===== config.mk =====
export PLATFORM = sky130hd
export DESIGN_NAME = gbdt_max_seq
export DESIGN_NICKNAME = d
export VERILOG_FILES = /design/src/rtl/gbdt_max_seq.sv
export SDC_FILE = /design/constraint.sdc
export NUM_CORES = 1
export LEC_CHECK = 0
export ABC_CLOCK_PERIOD_IN_PS = 10500
export CAP_MARGIN = 10
export CORE_AREA = 10 10 239 241
export CTS_CLUSTER_SIZE = 30
export DETAILED_ROUTE_END_ITERATION = 6
export DIE_AREA = 0 0 249 251
export DONT_BUFFER_PORTS = 1
export GPL_TIMING_DRIVEN = 1
export PLACE_DENSITY = 0.45
export SLEW_MARGIN = 40
export SYNTH_ARGS = -nofsm -noshare
export SYNTH_HDL_FRONTEND = slang
export SYNTH_SLANG_ARGS = --single-unit

===== constraint.sdc =====
create_clock -name gbdt_clk -period 10.5 [get_ports gbdt_clk]
set_input_delay 1.575 -clock gbdt_clk [delete_from_list [all_inputs] [get_ports gbdt_clk]]
set_output_delay 1.575 -clock gbdt_clk [all_outputs]
set_load 0.005 [all_outputs]

===== src/rtl/gbdt_max_seq.sv =====
// Round-wise argmax sequencer: fetches 8-score rounds from the score buffer, drives the
// external max unit with the running maximum, and publishes the predicted class/score.
module gbdt_max_seq #(
   parameter int unsigned TIMEOUT_CYCLES = 15
) (
   input  logic             gbdt_clk,
   input  logic             gbdt_rst,
   input  logic             start,
   input  logic [1:0]       num_rounds,
   output logic             score_req,
   output logic [1:0]       score_round,
   input  logic             score_valid,
   input  logic [7:0][31:0] score_data,
   output logic             max_enable,
   output logic [1:0]       round,
   output logic [7:0][31:0] results,
   output logic [31:0]      old_max_result,
   output logic [4:0]       old_max_class,
   input  logic             max_done,
   input  logic [31:0]      new_max_result,
   input  logic [4:0]       new_max_class,
   output logic             busy,
   output logic             pred_valid,
   output logic [4:0]       pred_class,
   output logic [31:0]      pred_score,
   output logic             timeout_err
);

   typedef enum logic [1:0] {
      S_IDLE = 2'd0,
      S_REQ  = 2'd1,
      S_CMP  = 2'd2,
      S_DONE = 2'd3
   } state_t;

   localparam logic [7:0] TO_LIMIT = 8'(TIMEOUT_CYCLES);

   state_t           r_state;
   state_t           w_state_nxt;

   logic             r_score_req;
   logic             r_max_enable;
   logic             r_busy;
   logic             r_timeout_err;
   logic             r_pred_valid;
   logic [1:0]       r_rnd;
   logic [1:0]       r_last_rnd;
   logic [7:0]       r_cnt;
   logic [1:0]       r_round;
   logic [7:0][31:0] r_results;
   logic [31:0]      r_old_max_result;
   logic [4:0]       r_old_max_class;
   logic [4:0]       r_pred_class;
   logic [31:0]      r_pred_score;

   logic             w_accept;
   logic             w_take;
   logic             w_cmp_hit;
   logic             w_timeout;
   logic             w_last;
   logic [7:0]       w_cnt_inc;

   assign w_last    = (r_rnd == r_last_rnd);
   assign w_cnt_inc = r_cnt + 8'd1;

   // Next-state decode and one-cycle event strobes for the register blocks below
   always_comb begin
      w_state_nxt = r_state;
      w_accept    = 1'b0;
      w_take      = 1'b0;
      w_cmp_hit   = 1'b0;
      w_timeout   = 1'b0;
      case (r_state)
         S_IDLE: begin
            if (start) begin
               w_accept    = 1'b1;
               w_state_nxt = S_REQ;
            end else begin
               w_state_nxt = S_IDLE;
            end
         end
         S_REQ: begin
            if (score_valid) begin
               w_take      = 1'b1;
               w_state_nxt = S_CMP;
            end else begin
               w_state_nxt = S_REQ;
            end
         end
         S_CMP: begin
            if (max_done) begin
               w_cmp_hit   = 1'b1;
               w_state_nxt = w_last ? S_DONE : S_REQ;
            end else if (w_cnt_inc >= TO_LIMIT) begin
               w_timeout   = 1'b1;
               w_state_nxt = S_IDLE;
            end else begin
               w_state_nxt = S_CMP;
            end
         end
         S_DONE: begin
            w_state_nxt = S_IDLE;
         end
         default: begin
            w_state_nxt = S_IDLE;
         end
      endcase
   end

   // State register
   always_ff @(posedge gbdt_clk or posedge gbdt_rst) begin
      if (gbdt_rst) begin
         r_state <= S_IDLE;
      end else begin
         r_state <= w_state_nxt;
      end
   end

   // Handshake outputs, round bookkeeping, CMP watchdog and status flags
   always_ff @(posedge gbdt_clk or posedge gbdt_rst) begin
      if (gbdt_rst) begin
         r_score_req   <= 1'b0;
         r_max_enable  <= 1'b0;
         r_busy        <= 1'b0;
         r_timeout_err <= 1'b0;
         r_pred_valid  <= 1'b0;
         r_rnd         <= 2'd0;
         r_last_rnd    <= 2'd0;
         r_cnt         <= 8'd0;
      end else begin
         r_pred_valid <= (r_state == S_DONE);
         if (w_accept) begin
            r_last_rnd    <= num_rounds;
            r_rnd         <= 2'd0;
            r_score_req   <= 1'b1;
            r_busy        <= 1'b1;
            r_timeout_err <= 1'b0;
         end else if (w_take) begin
            r_score_req  <= 1'b0;
            r_max_enable <= 1'b1;
            r_cnt        <= 8'd0;
         end else if (w_cmp_hit) begin
            // Dropping enable here guarantees at least one low cycle before the next round
            r_max_enable <= 1'b0;
            if (!w_last) begin
               r_rnd       <= r_rnd + 2'd1;
               r_score_req <= 1'b1;
            end else begin
               r_rnd <= r_rnd;
            end
         end else if (w_timeout) begin
            r_max_enable  <= 1'b0;
            r_busy        <= 1'b0;
            r_timeout_err <= 1'b1;
         end else if (r_state == S_DONE) begin
            r_busy <= 1'b0;
         end else if (r_state == S_CMP) begin
            r_cnt <= w_cnt_inc;
         end else begin
            r_cnt <= r_cnt;
         end
      end
   end

   // Operands presented to the max unit; held steady for the whole compare
   always_ff @(posedge gbdt_clk or posedge gbdt_rst) begin
      if (gbdt_rst) begin
         r_round          <= 2'd0;
         r_results        <= '0;
         r_old_max_result <= 32'd0;
         r_old_max_class  <= 5'd0;
      end else if (w_accept) begin
         r_old_max_result <= 32'd0;
         r_old_max_class  <= 5'd0;
      end else if (w_take) begin
         r_results <= score_data;
         r_round   <= r_rnd;
      end else if (w_cmp_hit) begin
         r_old_max_result <= new_max_result;
         r_old_max_class  <= new_max_class;
      end else begin
         r_round <= r_round;
      end
   end

   // Prediction result, cleared by an accepted start and latched on completion
   always_ff @(posedge gbdt_clk or posedge gbdt_rst) begin
      if (gbdt_rst) begin
         r_pred_class <= 5'd0;
         r_pred_score <= 32'd0;
      end else if (w_accept) begin
         r_pred_class <= 5'd0;
         r_pred_score <= 32'd0;
      end else if (r_state == S_DONE) begin
         r_pred_class <= r_old_max_class;
         r_pred_score <= r_old_max_result;
      end else begin
         r_pred_class <= r_pred_class;
      end
   end

   assign score_req      = r_score_req;
   assign score_round    = r_rnd;
   assign max_enable     = r_max_enable;
   assign round          = r_round;
   assign results        = r_results;
   assign old_max_result = r_old_max_result;
   assign old_max_class  = r_old_max_class;
   assign busy           = r_busy;
   assign pred_valid     = r_pred_valid;
   assign pred_class     = r_pred_class;
   assign pred_score     = r_pred_score;
   assign timeout_err    = r_timeout_err;

endmodule


# Word-level counts from Yosys, hierarchy flattened
# Index checks and enable logic that the tools add are counted.
[word_totals] register_bits=351 out_inout_bits=339 elab_cells=103
[classes] bitwise=1 order_cmp=1 eq_ne=11 mux=50 n_reduce_logical=16 n_addsub=2
[ops] op="two-way mux 32 bit" count=5
[ops] op="two-way mux 8 bit" count=5
[ops] op="two-way mux 1 bit" count=26
[ops] op="two-way mux 5 bit" count=5
[ops] op="two-way mux 2 bit" count=8
[ops] op="inequality test 2 bit, second input constant" count=6
[ops] op="AND reduction 3 bit" count=3
[ops] op="nonzero test 3 bit" count=3
[ops] op="adder 8 x 1 -> 8 bit, second input constant" count=1
[ops] op="greater-or-equal comparator 8 x 4 -> 1 bit, second input constant" count=1
[ops] op="case mux 2 bit (4 select lines)" count=1
[ops] op="AND reduction 2 bit" count=4
[ops] op="nonzero test 2 bit" count=4
[ops] op="AND reduction 5 bit" count=1
[ops] op="== test 2 bit, second input constant" count=2
[ops] op="inequality test 3 bit, second input constant" count=1
[ops] op="adder 2 x 1 -> 2 bit, second input constant" count=1
[ops] op="== test 2 x 1 -> 1 bit, second input constant" count=1
[ops] op="== test 2 bit" count=1
[ops] op="logical NOT 2 bit" count=1
[ops] op="inverter 1 bit" count=1

# Logic depth before layout (Yosys ltp)
# Gate-level depths: netlist of the first run.
[depth] word_depth=9 mapped_depth=7 ltp_nobuf=6

# Worst setup path after synthesis of the first run
# No wires, ideal clock.
[synth_path] path_type="input -> register" startpoint="input port score_valid" endpoint="register r_results, in the netlist results[229]" cell_stages=5 required_time_ns=10.375 t_arrival_ns=2.476 setup_time_ns=0.125 path_slack_ns=7.899 cell_sequence="nand3_1 buf_2 buf_2 buf_2 mux2_2"
[synth_via] elab_chain_cells=3
[synth_rtl] item="start: declaration" line_no="12" text="input logic score_valid,"
[synth_rtl] item="two-way mux 1 bit" line_no="83" text="if (score_valid) begin"
[synth_rtl] item="two-way mux 1 bit" line_no="73" text="case (r_state)"
[synth_rtl] item="AND reduction 2 bit (no line)"
[synth_rtl] item="end signal: assignment" line_no="176" text="r_results <= score_data;"
[synth_rtl] item="end: declaration" line_no="50" text="logic [7:0][31:0] r_results;"
# No other way between the ends.
# A chain may end at the register's enable or synchronous reset.

# Worst setup path in the final report of the first run
[layout_path] startpoint="input port score_valid" endpoint="register r_results, in the netlist results[94]"
# The elaborated chain is that of the path after synthesis.

==> results.cfg, run 1 <==
[status]
status = finished, final reports clean

[pwr]
power.internal_uw = 3440
p_clk_frac = 0.264
swShare = 0.330
p_sw_uw = 1700
vdd_ir_drop_max_mv = 0.130
power.total_uw = 5140
pwr-share-seq = 0.533
power.leakage_uw = 0.00676
pwr-share-comb = 0.203
power_density_mw_per_mm2 = 332

[yosys]
synth_top_cells_by_area = dfrtp_1 (65%), mux2_2 (22%), nand2_1 (4.6%)
syn-instance-count = 969
yosysSeqAreaShare = 0.650
ys.warnings.count = 0
ys_async_sr_fraction = 1.00
synth_top_cell_area_share = 0.650
yosysTopAreaCell = dfrtp_1
synth_nets = 1271
synth-seq-cells = 351
netlist_area_mm2 = 0.0135
ys.flop_type = dfrtp_1
syn_area_per_cell_um2 = 13.9
ys_types = 41
synth_edf_count = 0

[place]
dpl_cell_area_mm2 = 0.0142
hpwl_um = 32700
portBuffers = 0
gp_congestion = 0.777

[routing]
ant_nets = 0
wl_per_cell_um = 25.2
via_per_inst = 4.48
num_vias = 7534
drc_errors = 0
totalWireLength_um = 42400
drtPass1Iterations = 4
drtIter0Drc = 453

[layout]
final_nets = 1270
layout_commonest_cell = dfrtp_1
drive_gt1_frac = 0.342
area_growth_pct = 14.7
final_cell_mix = dfrtp_1 (351), mux2_2 (258), nand2_1 (164)
design_area_mm2 = 0.0155

[setup_path]
arrival_ns = 3.88
crit_path_start_kind = input pin
required_ns = 10.91
crit_family = buffers and inverters
cp_slowest_cell = buf_4
crit_type = input pin to flop
worst-path-max-fanout = 79
path_cells = nand3_4 -> buf_12 -> buf_6 -> buf_4 -> mux2_2
max_stage_delay_ns = 0.73
critPathCaptureType = flop
critPathBufInv = 3

[cts]
postCtsResizedCells = 0
post_cts_buffers = 0
postCtsHoldBufs = 0
insertion_delay_ns = 0.54
root_buffer = clkbuf_16
cts_max_level = 2
cts_tree = yes
clk_pin_slew_ns = 0.06
cts_buffers = 39
clock_path_buffers = 3
cts_num_sinks = 351

[timing]
clock_skew_ns = 0.0180
worst_pin_slew_ns = 0.799
setup_tns_ns = 0
slew_headroom = 0.467
period_share = 0.331
min_period_ns = 3.47
final-setup-viol-count = 0
rsz0062_at_grt = no
fmax_mhz = 288
hold_viol = 0
holdWs_ns = 0.497
slew_viol_final = 0

[floorplan]
core_area_mm2 = 0.0522
die_x_um = 249
die-area_mm2 = 0.0625
rows = 84
io_pins = 639
die_h_um = 251
start_util = 0.259

[grt]
grt_pass1_vias = 7929
grt_max_degree = 92
overflow = 0
grtUsageTotal = 0.128
antenna_found_initial = 7
grt_pass1_wl_um = 60600

[flow_run]
drv_cap = 0

[worst_hold_path]
worstHoldPathType = flop to flop
[stage by stage]
step | cells | util | setup slack (ns)
after floorplan | 969 | - | 4.22
after global placement | 1612 | 0.271 | 6.01
after detailed placement | 1614 | 0.272 | 6.28
after CTS | 1677 | 0.296 | 6.85
after global routing | 1681 | 0.297 | 6.90
final | 1682 | 0.297 | 7.03
[worst min-delay path, cell delays in order, from the launching register on]
cell and delay, ns:
dfrtp_1 0.35, nand2_1 0.05, nand2_1 0.06
[cells in the mapped netlist (2+ instances only)]
library cell	instances
mux2_2	258
nand2_1	164
nor3b_1	2
clkbuf_1	15
xnor2_1	3
buf_2	20
ha_1	2
dfrtp_1	351
and3_1	5
nor2_1	3
o21ai_0	43
buf_6	11
nand3_1	41
inv_1	4
a41o_1	2
buf_4	10
a21oi_1	3
and2_1	3
o21ai_1	2
nand2b_1	2
a21o_1	3
mux2i_1	2
a311oi_1	2
[layer usage]
layer | up-vias | global-route usage | part of all wire
li1 | 3308 | - | -
met1 | 3791 | 0.127 | 0.34
met2 | 381 | 0.229 | 0.53
met3 | 50 | 0.0639 | 0.11
met4 | 4 | 0.0416 | 0.020
met5 | - | 0 | 0.00064
[path summary, 6_finish.rpt]
path	startpoint	end	slack, ns	depth (start not counted)
setup / recovery	score_valid	results[94]	7.03	5
hold / removal	r_last_rnd[1]	r_last_rnd[1]	0.50	2
setup reg to reg	r_state[0]	results[94]	7.47	5
hold reg to reg	r_last_rnd[1]	r_last_rnd[1]	0.50	2
max in group asynchronous	gbdt_rst	results[14]	7.85	3
min in group asynchronous	gbdt_rst	results[150]	0.94	1
[sequential cells by signal, summed over array words and instances (netlist names)]
| register | flops |
|---|---|
| pred_class | 5 |
| pred_score | 32 |
| r_cnt | 8 |
| old_max_result | 32 |
| results | 256 |
| round | 2 |
| timeout_err | 1 |
| score_round | 2 |
| old_max_class | 5 |
| r_state | 2 |
| pred_valid | 1 |
| score_req | 1 |
| max_enable | 1 |
| busy | 1 |
| r_last_rnd | 2 |
[power groups by stage]
| stage | sequential, µW | clock, µW | combinational [µW] |
|---|---|---|---|
| detailed placement | 2800 | 0 | 1060 |
| CTS | 2780 | 1410 | 1060 |
| floorplan | 2420 | 0 | 945 |
| finish | 2740 | 1360 | 1040 |
| global placement | 2810 | 0 | 1020 |
| global route | 2830 | 1480 | 1170 |
[cell families (layout without fill, tap and decap cells)]
kind of cell,Yosys count,in the layout,synth area share
AOI/OAI and AO/OA,62,62,0.0267
xor gates and xnor gates,3,3,0.00195
adders and majority gates,2,2,0.00185
buffers and inverters,60,81,0.0274
DFF,351,351,0.650
muxes,260,260,0.217
other,0,4,0
and+or+nand+nor,231,231,0.0754
[final cells by class]
| type | count | area, µm² |
|---|---|---|
| diodes | 4 | 10.0 |
| clock buffers | 55 | 1160 |
| clock inverters | 8 | 115 |
| fillers | 5265 | 36700 |
| inverters | 4 | 18.8 |
| multi-input cells | 558 | 4380 |
| flip-flops and latches | 351 | 8780 |
| well taps | 688 | 861 |
| repair buffers | 14 | 174 |
(Power assumes the default switching activity.)
==> inputs of run 2 (changes only) <==
Settings changed: ABC_AREA set to 1, ABC_CLOCK_PERIOD_IN_PS 10500 to 3000, CORE_AREA 10 10 239 241 to 10 10 238 240, DIE_AREA 0 0 249 251 to 0 0 248 250, PLACE_DENSITY 0.45 to 0.46.
Clock period 10.5 ns to 3 ns, I/O delays scaled along.
==> results.cfg, run 2 <==
[status]
status = finished, final reports clean

[timing]
rsz0062_at_grt = no
final-setup-viol-count = 0
hold_viol = 0
slew_headroom = 0.528
fmax_mhz = 447
slew_viol_final = 0
min_period_ns = 2.24
worst_pin_slew_ns = 0.707
period_share = 0.745
clock_skew_ns = 0.00997

[yosys]
synth_nets = 1803
synth_top_cell_area_share = 0.654
yosysTopAreaCell = dfrtp_1
netlist_area_mm2 = 0.0134
ys.flop_type = dfrtp_1
yosysSeqAreaShare = 0.654
ys_async_sr_fraction = 1.00
ys_types = 23
synth-seq-cells = 351
yosysMostFrequentCell = nand2_1
ys.warnings.count = 0
synth_top_cells_by_area = dfrtp_1 (65%), nand2_1 (23%), nand3_1 (3.2%)
syn-instance-count = 1501
syn_area_per_cell_um2 = 8.95
synth_edf_count = 0
synth_common_cells = nand2_1 (811), dfrtp_1 (351), nand3_1 (86)

[worst_hold_path]
worstHoldPathType = input pin to flop

[pwr]
power.leakage_uw = 0.00876
power_density_mw_per_mm2 = 1030
vdd_ir_drop_max_mv = 0.633

[cts]
clk_pin_slew_ns = 0.06
cts_buffers = 41
insertion_delay_ns = 0.54
cts_tree = yes
clock_path_buffers = 3
cts_max_level = 2
cts_num_sinks = 351
root_buffer = clkbuf_16
postCtsResizedCells = 0

[grt]
grt_pass1_vias = 11200
grt_max_degree = 133
overflow = 0
antenna_found_initial = 5
grt_pass1_wl_um = 71200
grtUsageTotal = 0.146

[floorplan]
start_util = 0.258
die_h_um = 250
rows = 84
core_area_mm2 = 0.0520
die_x_um = 248
io_pins = 639
die-area_mm2 = 0.0620

[routing]
via_per_inst = 4.40
drc_errors = 0
ant_nets = 0
totalWireLength_um = 47100
met1Wirelength_um = 16600
drtIter0Drc = 621
drtPass1Iterations = 5
highest_layer = met5
wl_met3_um = 5980
wl_per_cell_um = 19.7
met2_length_um = 23100
num_vias = 10500

[layout]
instances_no_fill = 2385
drive_gt1_frac = 0.0573
layout_commonest_cell = nand2_1
final_cell_mix = nand2_1 (809), dfrtp_1 (351), dlygate4sd3_1 (179)
area_growth_pct = 28.8
design_area_mm2 = 0.0173
largest_reg_flops = 256
final_nets = 1969
fin_util = 0.333

[place]
dpl_cell_area_mm2 = 0.0143
gp_congestion = 0.868
dp_cells = 2133
portBuffers = 0
hpwl_um = 34200

[setup_path]
worst-path-max-fanout = 23
arrival_ns = 2.64
critPathCaptureType = flop
required_ns = 3.40
crit_path_start_kind = flop
crit_type = flop to flop

[flow_run]
drv_cap = 0
[run 2: changes by cell type in the layout (fill, tap and decap cells not counted), moves of 4 or more]
cell | before | now
nor2_1 | 3 | 12
buf_4 | 7 | 18
buf_12 | 3 | 7
clkbuf_1 | 6 | 10
and3_1 | 5 | 0
dlygate4sd3_1 | 0 | 179
nand3_1 | 40 | 86
nand2_1 | 164 | 809
mux2_2 | 258 | 0
o21ai_0 | 43 | 78
inv_1 | 3 | 58
[run 2: path summary, 6_finish.rpt]
path / from / to / slack (ns) / cells after the start
max in group asynchronous: gbdt_rst / pred_score[19] / 1.56 / 3
min in group asynchronous: gbdt_rst / results[245] / 0.52 / 2
worst max-delay path: r_state[1] / score_round[1] / 0.76 / 6
worst max register to register: r_state[1] / score_round[1] / 0.76 / 6
worst min-delay path: score_data[62] / results[62] / 0.04 / 2
worst min register to register: r_last_rnd[0] / r_last_rnd[0] / 0.50 / 2
[run 2: kinds of logic (layout without fill, tap and decap cells)]
logic type,count (synthesis),in the layout,synth area share
AOI/OAI and AO/OA,86,86,0.0329
xor gates and xnor gates,4,4,0.00261
adders and majority gates,2,2,0.00186
buffers and inverters,143,335,0.0426
DFF,351,351,0.654
other,0,4,0
and+or+nand+nor,915,915,0.266
[run 2: repair_timing]
item                      in CTS  in global routing
buffers inserted               0                  0
hold endpoints to repair     185                  0
hold buffers                 179                  0
[run 2: area by class of cell]
cell class | instances | area, µm²
Antenna cell | 4 | 10.0
Sequential cell | 351 | 8780
Multi-Input combinational cell | 1007 | 4090
Clock buffer | 59 | 1170
Timing Repair Buffer | 204 | 2070
Tap cell | 688 | 861
Inverter | 62 | 244
Fill cell | 5336 | 34700
Clock inverter | 10 | 81.3
[run 2: where the power goes]
group          leakage, µW  switching, µW  internal (µW)  total [µW]
sequential         0.00442           2280           6920        9200
clock             0.000621           1910           2790        4700
combinational      0.00371           2490           1380        3860
[run 2: per-layer routing]
metal  vias to the layer above  global-route usage
met1                      4982               0.157
met5                         -                   0
met2                       486               0.244
met3                        86              0.0724
met4                         2              0.0528
li1                       4942                   -
[run 2: metrics by stage]
step                worst slack (ns)  hold WS, ns  TNS, ns  total power, µW
finish                         0.764       0.0420        0            17800
global placement               0.800        0.477        0            12900
floorplan                      -2.15        0.465  -754.79            11200
detailed placement             0.703        0.481        0            13100
global route                   0.532      0.00936        0            19200
CTS                            0.697    0.0000820        0            18100
[run 2: worst max-delay path, stage by stage, from the launching register on]
cell and delay, ns:
dfrtp_1 0.44, inv_1 0.15, nand3_2 0.39, nand2_2 0.52, o21ai_0 0.29, a21oi_1 0.22, o22ai_1 0.09
